<file path="src/rtl/csa_reconfig_ctrl.sv">
// csa_reconfig_ctrl: built-in self-test and reconfiguration controller for the
// fault-tolerant 7-bit carry-select adder datapath. Sweeps 4-bit patterns into
// the testable conditional-sum cells (units 0, 2, 4), compares each 6-bit response
// against an external golden ROM and accumulates a per-unit fault mask. It then
// maps the mask to input-select/output-select codes that steer around bad cells.
// Optional feature: define CSA_AUTO_RETEST_EN to launch a run on the first cycle
// after reset and again after every RETEST_PERIOD idle cycles.
module csa_reconfig_ctrl #(
  parameter int          NUM_PAT = 16,
  parameter int          SETTLE  = 1,
  parameter logic [13:0] CFG_000 = 14'h3F00,
  parameter logic [13:0] CFG_001 = 14'h1F11,
  parameter logic [13:0] CFG_010 = 14'h2E33,
  parameter logic [13:0] CFG_100 = 14'h3C77,
  parameter logic [13:0] CFG_011 = 14'h0E3B,
  parameter logic [13:0] CFG_101 = 14'h1C7F,
  parameter logic [13:0] CFG_110 = 14'h2C7E
`ifdef CSA_AUTO_RETEST_EN
  ,
  parameter int          RETEST_PERIOD = 1000000
`endif
) (
  input  logic        clk,
  input  logic        rst,
  input  logic        start,
  input  logic [29:0] actual_output,
  input  logic [5:0]  exp_resp,
  output logic [3:0]  pat_idx,
  output logic        test,
  output logic [3:0]  test_data,
  output logic [2:0]  is0,
  output logic [2:0]  is1,
  output logic [3:0]  ss0,
  output logic [3:0]  ss1,
  output logic [2:0]  fault,
  output logic        busy,
  output logic        done,
  output logic        err
);

  typedef enum logic [2:0] {
    ST_IDLE,
    ST_APPLY,
    ST_WAIT,
    ST_COMPARE,
    ST_DECIDE,
    ST_DONE
  } state_t;

  localparam logic [3:0] LAST_IDX  = 4'(NUM_PAT - 1);
  localparam logic [3:0] SETTLE_M1 = 4'(SETTLE - 1);

  state_t      state_reg, state_next;
  logic [3:0]  pat_idx_reg;
  logic [3:0]  test_data_reg;
  logic        test_reg;
  logic [3:0]  settle_cnt_reg;
  logic [2:0]  mask_reg;
  logic [2:0]  fault_reg;
  logic [13:0] cfg_reg, cfg_next;
  logic        busy_reg;
  logic        done_reg;
  logic        err_reg;
  logic [2:0]  miss;
  logic        launch;
  logic        last_pat;

  // Units 1 and 3 are not testable cells; their responses are deliberately ignored.
  logic unused_slices;
  assign unused_slices = ^{actual_output[11:6], actual_output[23:18]};

  // Per testable unit: mismatch of its 6-bit response against the golden value.
  // Mask bit gi corresponds to datapath unit 2*gi.
  genvar gi;
  generate
    for (gi = 0; gi < 3; gi++) begin : g_unit
      assign miss[gi] = (actual_output[12*gi +: 6] != exp_resp);
    end
  endgenerate

  assign last_pat = (pat_idx_reg == LAST_IDX);

`ifdef CSA_AUTO_RETEST_EN
  logic [19:0] idle_cnt_reg;
  logic        first_reg;

  // Automatic launch: once right after reset, then after RETEST_PERIOD idle cycles.
  // An explicit start in the same cycle merges into the same single launch.
  assign launch = start ||
                  ((state_reg == ST_IDLE) &&
                   (first_reg || (idle_cnt_reg == 20'(RETEST_PERIOD - 1))));

  // Idle-cycle counter; only counts while waiting in IDLE.
  always_ff @(posedge clk) begin
    if (rst) begin
      idle_cnt_reg <= '0;
      first_reg    <= 1'b1;
    end else begin
      first_reg <= 1'b0;
      if ((state_reg != ST_IDLE) || launch)
        idle_cnt_reg <= '0;
      else
        idle_cnt_reg <= idle_cnt_reg + 20'd1;
    end
  end
`else
  assign launch = start;
`endif

  // State register.
  always_ff @(posedge clk) begin
    if (rst)
      state_reg <= ST_IDLE;
    else
      state_reg <= state_next;
  end

  // Next-state logic for the self-test sequence.
  always_comb begin
    state_next = state_reg;
    case (state_reg)
      ST_IDLE:    if (launch) state_next = ST_APPLY;
      ST_APPLY:   state_next = (SETTLE == 0) ? ST_COMPARE : ST_WAIT;
      ST_WAIT:    if (settle_cnt_reg == SETTLE_M1) state_next = ST_COMPARE;
      ST_COMPARE: state_next = last_pat ? ST_DECIDE : ST_APPLY;
      ST_DECIDE:  state_next = ST_DONE;
      ST_DONE:    state_next = ST_IDLE;
      default:    state_next = ST_IDLE;
    endcase
  end

  // Fault mask to steering configuration; all-faulty keeps the current config.
  always_comb begin
    cfg_next = cfg_reg;
    case (mask_reg)
      3'b000:  cfg_next = CFG_000;
      3'b001:  cfg_next = CFG_001;
      3'b010:  cfg_next = CFG_010;
      3'b100:  cfg_next = CFG_100;
      3'b011:  cfg_next = CFG_011;
      3'b101:  cfg_next = CFG_101;
      3'b110:  cfg_next = CFG_110;
      3'b111:  cfg_next = cfg_reg;
      default: cfg_next = cfg_reg;
    endcase
  end

  // Registered outputs and run bookkeeping, updated per current state.
  always_ff @(posedge clk) begin
    if (rst) begin
      pat_idx_reg    <= '0;
      test_reg       <= 1'b0;
      test_data_reg  <= '0;
      settle_cnt_reg <= '0;
      mask_reg       <= '0;
      fault_reg      <= '0;
      cfg_reg        <= CFG_000;
      busy_reg       <= 1'b0;
      done_reg       <= 1'b0;
      err_reg        <= 1'b0;
    end else begin
      case (state_reg)
        ST_IDLE: begin
          if (launch) begin
            mask_reg      <= '0;
            err_reg       <= 1'b0;
            busy_reg      <= 1'b1;
            pat_idx_reg   <= '0;
            test_reg      <= 1'b1;
            test_data_reg <= '0;
          end
        end
        ST_APPLY: begin
          settle_cnt_reg <= '0;
        end
        ST_WAIT: begin
          settle_cnt_reg <= settle_cnt_reg + 4'd1;
        end
        ST_COMPARE: begin
          mask_reg <= mask_reg | miss;
          // Final pattern exits before the increment, so a 4-bit index never wraps.
          if (!last_pat) begin
            pat_idx_reg   <= pat_idx_reg + 4'd1;
            test_data_reg <= pat_idx_reg + 4'd1;
          end
        end
        ST_DECIDE: begin
          test_reg      <= 1'b0;
          test_data_reg <= '0;
          fault_reg     <= mask_reg;
          cfg_reg       <= cfg_next;
          if (mask_reg == 3'b111)
            err_reg <= 1'b1;
          done_reg      <= 1'b1;
        end
        ST_DONE: begin
          done_reg    <= 1'b0;
          busy_reg    <= 1'b0;
          pat_idx_reg <= '0;
        end
        default: ;
      endcase
    end
  end

  assign pat_idx   = pat_idx_reg;
  assign test      = test_reg;
  assign test_data = test_data_reg;
  assign is0       = cfg_reg[13:11];
  assign is1       = cfg_reg[10:8];
  assign ss0       = cfg_reg[7:4];
  assign ss1       = cfg_reg[3:0];
  assign fault     = fault_reg;
  assign busy      = busy_reg;
  assign done      = done_reg;
  assign err       = err_reg;

endmodule

</file>
<file path="config.mk">
export PLATFORM = sky130hd
export DESIGN_NAME = csa_reconfig_ctrl
export DESIGN_NICKNAME = d
export VERILOG_FILES = /design/src/rtl/csa_reconfig_ctrl.sv
export SDC_FILE = /design/constraint.sdc
export NUM_CORES = 1
export LEC_CHECK = 0
export ABC_AREA = 1
export CAP_MARGIN = 20
export CELL_PAD_IN_SITES_DETAIL_PLACEMENT = 0
export CELL_PAD_IN_SITES_GLOBAL_PLACEMENT = 2
export CORE_AREA = 3 3 92 94
export DETAILED_ROUTE_END_ITERATION = 7
export DIE_AREA = 0 0 95 97
export PLACE_DENSITY_LB_ADDON = 0.15
export SYNTH_ARGS = -nofsm -noshare
export SYNTH_HDL_FRONTEND = slang
export SYNTH_SLANG_ARGS = --single-unit
</file>
<file path="constraint.sdc">
create_clock -name clk -period 3.57 [get_ports clk]
set_clock_uncertainty 0.2 [all_clocks]
set_input_delay 0.5355 -clock clk [delete_from_list [all_inputs] [get_ports clk]]
set_output_delay 0.5355 -clock clk [all_outputs]
set_load 0.02 [all_outputs]
</file>
==> impl_metrics.py <==
metrics = {
    "detailed_routing": {
        "routedLengthMet1_mm": 2.58,
        "detail_route.wirelength_mm": 4.82,
        "postRouteAntennaNets": 0,
        "routed-via-count": 1786,
        "top_layer_used": "met4",
        "first_pass_iters": 4,
        "via_per_inst": 4.07,
        "dr_wl_met3_um": 249,
        "routed-wl-met2_mm": 1.96,
        "wire_per_inst_um": 11.0,
        "drc_errors": 0,
        "drt_iter0_drc": 72,
    },
    "placed_design": {
        "detailed_place_hpwl_mm": 3.83,
        "routabilityCongestion": 0.735,
        "postPlaceCellArea_mm2": 0.00241,
        "port_buffers": 52,
    },
    "sta": {
        "final_hold_viol_count": 0,
        "final_setup_violation_count": 0,
        "relSlewSlack_pct": 52.4,
        "setup_total_negative_slack_ns": 0,
        "worst-slew-pin-transition_ns": 0.713,
        "layout_worst_path_cycle_share_pct": 61.3,
        "grt_setup_unrepaired": "false",
        "finalHoldWorstSlack_ns": 0.260,
        "timing.final.crit_period_ns": 2.19,
        "clock.fmax_mhz": 457,
        "report.final.slew_viol_count": 0,
    },
    "clock_tree": {
        "ctsResizeCount": 0,
        "path_clk_slew_ns": 0.07,
        "buffer_type_at_the_clock_tree_root": "sky130_fd_sc_hd__clkbuf_8",
        "numCtsBuffers": 5,
        "cts_htree_levels": 2,
        "cts_setup_buffers": 0,
        "clock_latency_ns": 0.28,
        "tritoncts": "done",
        "clock_tree.buffer_depth": 2,
        "cts_hold_buffers": 0,
        "clock_sink_count": 34,
    },
    "setup_path": {
        "endpoint_kind": "register",
        "timing.critical_path.from": "rst",
        "timing.reg2reg.worst_path_depth": 6,
        "r2r_end": "cfg_reg[3]$_SDFFE_PP0P_",
        "regToRegStartpoint": "state_reg[2]$_SDFFE_PP0P_",
        "worst-r2r-setup-slack_ns": 1.92,
        "critical_path.endpoint": "cfg_reg[3]$_SDFFE_PP0P_",
        "max_fo_critical_path": 23,
        "timing.setup.critical_path_class": "in -> reg",
        "data_required_time_of_the_critical_path_ns": 3.58,
        "worstPathArrival_ns": 2.20,
        "critPathLaunchType": "input port",
    },
    "yosys": {
        "dominantRegCellSynth": "sky130_fd_sc_hd__dfxtp_1",
        "synth-seq-area-share_pct": 37.3,
        "synth_simple_gate_area_share_pct": 35.9,
        "synth-edff-count": 0,
        "netlist_top_cells_area": "sky130_fd_sc_hd__dfxtp_1 (37%), sky130_fd_sc_hd__nand2_1 (19%), sky130_fd_sc_hd__inv_1 (8.8%), sky130_fd_sc_hd__nor2_1 (6.6%), sky130_fd_sc_hd__a21oi_1 (6.0%)",
        "post_synth_mux_area_share_pct": 0,
        "synth_compound_area_share_pct": 10.6,
        "synth_cell_type_count": 24,
        "fraction_of_synthesis_flops_using_an_asynchronous_set_or_reset_pin_pct": 0,
        "yosysTopAreaCell": "sky130_fd_sc_hd__dfxtp_1",
        "syn_area_mm2": 0.00182,
        "synthesis.area_per_instance_um2": 6.40,
        "yosys.cell_count.top_type": "sky130_fd_sc_hd__nand2_1",
        "synth_xor_area_share_pct": 0.960,
        "synthAdderAreaFrac_pct": 2.06,
        "yosys_warnings": 0,
        "yosys_top_cell_area_share_pct": 37.3,
        "synth_seq_cells": 34,
        "synth.top_cells.by_count": "sky130_fd_sc_hd__nand2_1 (90), sky130_fd_sc_hd__inv_1 (43), sky130_fd_sc_hd__dfxtp_1 (34), sky130_fd_sc_hd__nor2_1 (32), sky130_fd_sc_hd__a21oi_1 (22)",
        "dominant_combinational_cell_family_by_area_after_synthesis": "simple AND/OR/NAND/NOR gates",
        "synth_cells": 285,
    },
    "global_route": {
        "number_of_antenna_violations_at_the_first_check_in_global_routing": 0,
        "gr-usage-all-layers_pct": 11.3,
        "global_route_wire_length_before_repair_mm": 8.18,
        "global_route.overflow_total": 0,
        "grt_start_max_net_pins": 24,
        "grt_pass1_vias": 1711,
    },
    "power_and_ir_drop": {
        "power.share.sequential_pct": 45.0,
        "power_density_mw_per_mm2": 373,
        "internal_power_uw": 648,
        "switching_share_pct": 30.4,
        "static-leakage-power_nw": 1.17,
        "combPwrFrac_pct": 23.2,
        "net-switching-power_uw": 283,
        "portion_of_total_power_attributed_to_the_clock_network_pct": 31.8,
        "max-vdd-ir-drop_v": 0.000118,
    },
    "status": {
        "outcome": "finished clean",
    },
    "cells_and_area": {
        "layout-drive-gt1-share_pct": 5.34,
        "num_antenna_cells": 0,
        "fillerInstances": 867,
        "finish.net_count": 378,
        "multi_input_area_um2": 915,
        "syn_to_final_growth_pct": 37.0,
        "postLayoutCoreUtil_pct": 32.4,
        "area.sequential_um2": 681,
        "largest_register_ffs": 9,
        "final_area_mm2": 0.00250,
    },
    "floorplan": {
        "rows": 32,
        "die_y_um": 97,
        "die-area_mm2": 0.00922,
        "starting_utilization_of_the_core_area_pct": 23.6,
        "die_width_um": 95,
        "coreArea_mm2": 0.00773,
        "num_io_pins": 68,
    },
    "hold_path": {
        "hold_path_class": "reg -> reg",
    },
    "job": {
        "max_cap_viol_count": 0,
    },
}
==> stage by stage <==
stage	setup slack, ns	power (mW)	cells
after global placement	1.04	0.648	431
final	1.38	0.932	439
after floorplan	2.07	0.559	286
after CTS	1.31	0.950	439
after global routing	1.18	0.995	439
after detailed placement	1.01	0.648	431
==> metal layers <==
layer  global-route usage, %  vias to the layer above
li1                        -                      970
met1                    16.5                      763
met2                    15.9                       51
met3                    2.80                        2
met4                    3.66                        0
met5                       0                        -
==> power groups by stage <==
stage	clock network, mW	registers [mW]	logic [mW]
2_1_floorplan	0	0.440	0.119
3_3_place_gp	0	0.429	0.220
3_5_place_dp	0	0.428	0.219
4_1_cts	0.311	0.420	0.220
5_1_grt	0.325	0.423	0.248
6_report	0.296	0.419	0.216
==> area by class of cell <==
type / count / area share [%]
Clock buffer: 7 / 3.45
Clock inverter: 1 / 0.200
Tap cell: 102 / 5.11
Inverter: 44 / 6.61
Sequential cell: 34 / 27.2
Timing Repair Buffer: 52 / 20.8
Multi-Input combinational cell: 199 / 36.6
==> worst min-delay path by stage <==
stage / from / end / slack (ns) / cells after the start
6_report: cfg_reg[12]$_SDFFE_PP1P_ / cfg_reg[12]$_SDFFE_PP1P_ / 0.26 / 2
2_1_floorplan: settle_cnt_reg[2]$_SDFFE_PP0P_ / settle_cnt_reg[2]$_SDFFE_PP0P_ / 0.25 / 2
3_3_place_gp: cfg_reg[8]$_SDFFE_PP1P_ / cfg_reg[8]$_SDFFE_PP1P_ / 0.24 / 2
5_1_grt: cfg_reg[12]$_SDFFE_PP1P_ / cfg_reg[12]$_SDFFE_PP1P_ / 0.28 / 2
4_1_cts: cfg_reg[12]$_SDFFE_PP1P_ / cfg_reg[12]$_SDFFE_PP1P_ / 0.26 / 2
3_5_place_dp: cfg_reg[12]$_SDFFE_PP1P_ / cfg_reg[12]$_SDFFE_PP1P_ / 0.25 / 2
==> cell families after synthesis <==
family / after synthesis
compound gates: 36
xor+xnor: 2
fa+ha+maj: 3
buf+inv: 53
flops: 34
other cells: 2
simple gates: 155
==> critical path, cell delays in order <==
cell                              delay, ns
sky130_fd_sc_hd__clkdlybuf4s50_1       0.66
sky130_fd_sc_hd__inv_1                 0.66
sky130_fd_sc_hd__o21ai_0               0.22
sky130_fd_sc_hd__nor2_1                0.12
==> layout by cell type (no fill, tap or decap), types with 3 or more instances in the layout <==
cell type	instances
sky130_fd_sc_hd__a21oi_1	22
sky130_fd_sc_hd__clkbuf_8	6
sky130_fd_sc_hd__clkdlybuf4s50_1	52
sky130_fd_sc_hd__conb_1	3
sky130_fd_sc_hd__dfxtp_1	34
sky130_fd_sc_hd__ha_1	3
sky130_fd_sc_hd__inv_1	43
sky130_fd_sc_hd__nand2_1	90
sky130_fd_sc_hd__nand2_2	4
sky130_fd_sc_hd__nand3_1	19
sky130_fd_sc_hd__nor2_1	32
sky130_fd_sc_hd__nor3_1	4
sky130_fd_sc_hd__o21ai_0	11
Power figures use the tool's default switching activity.
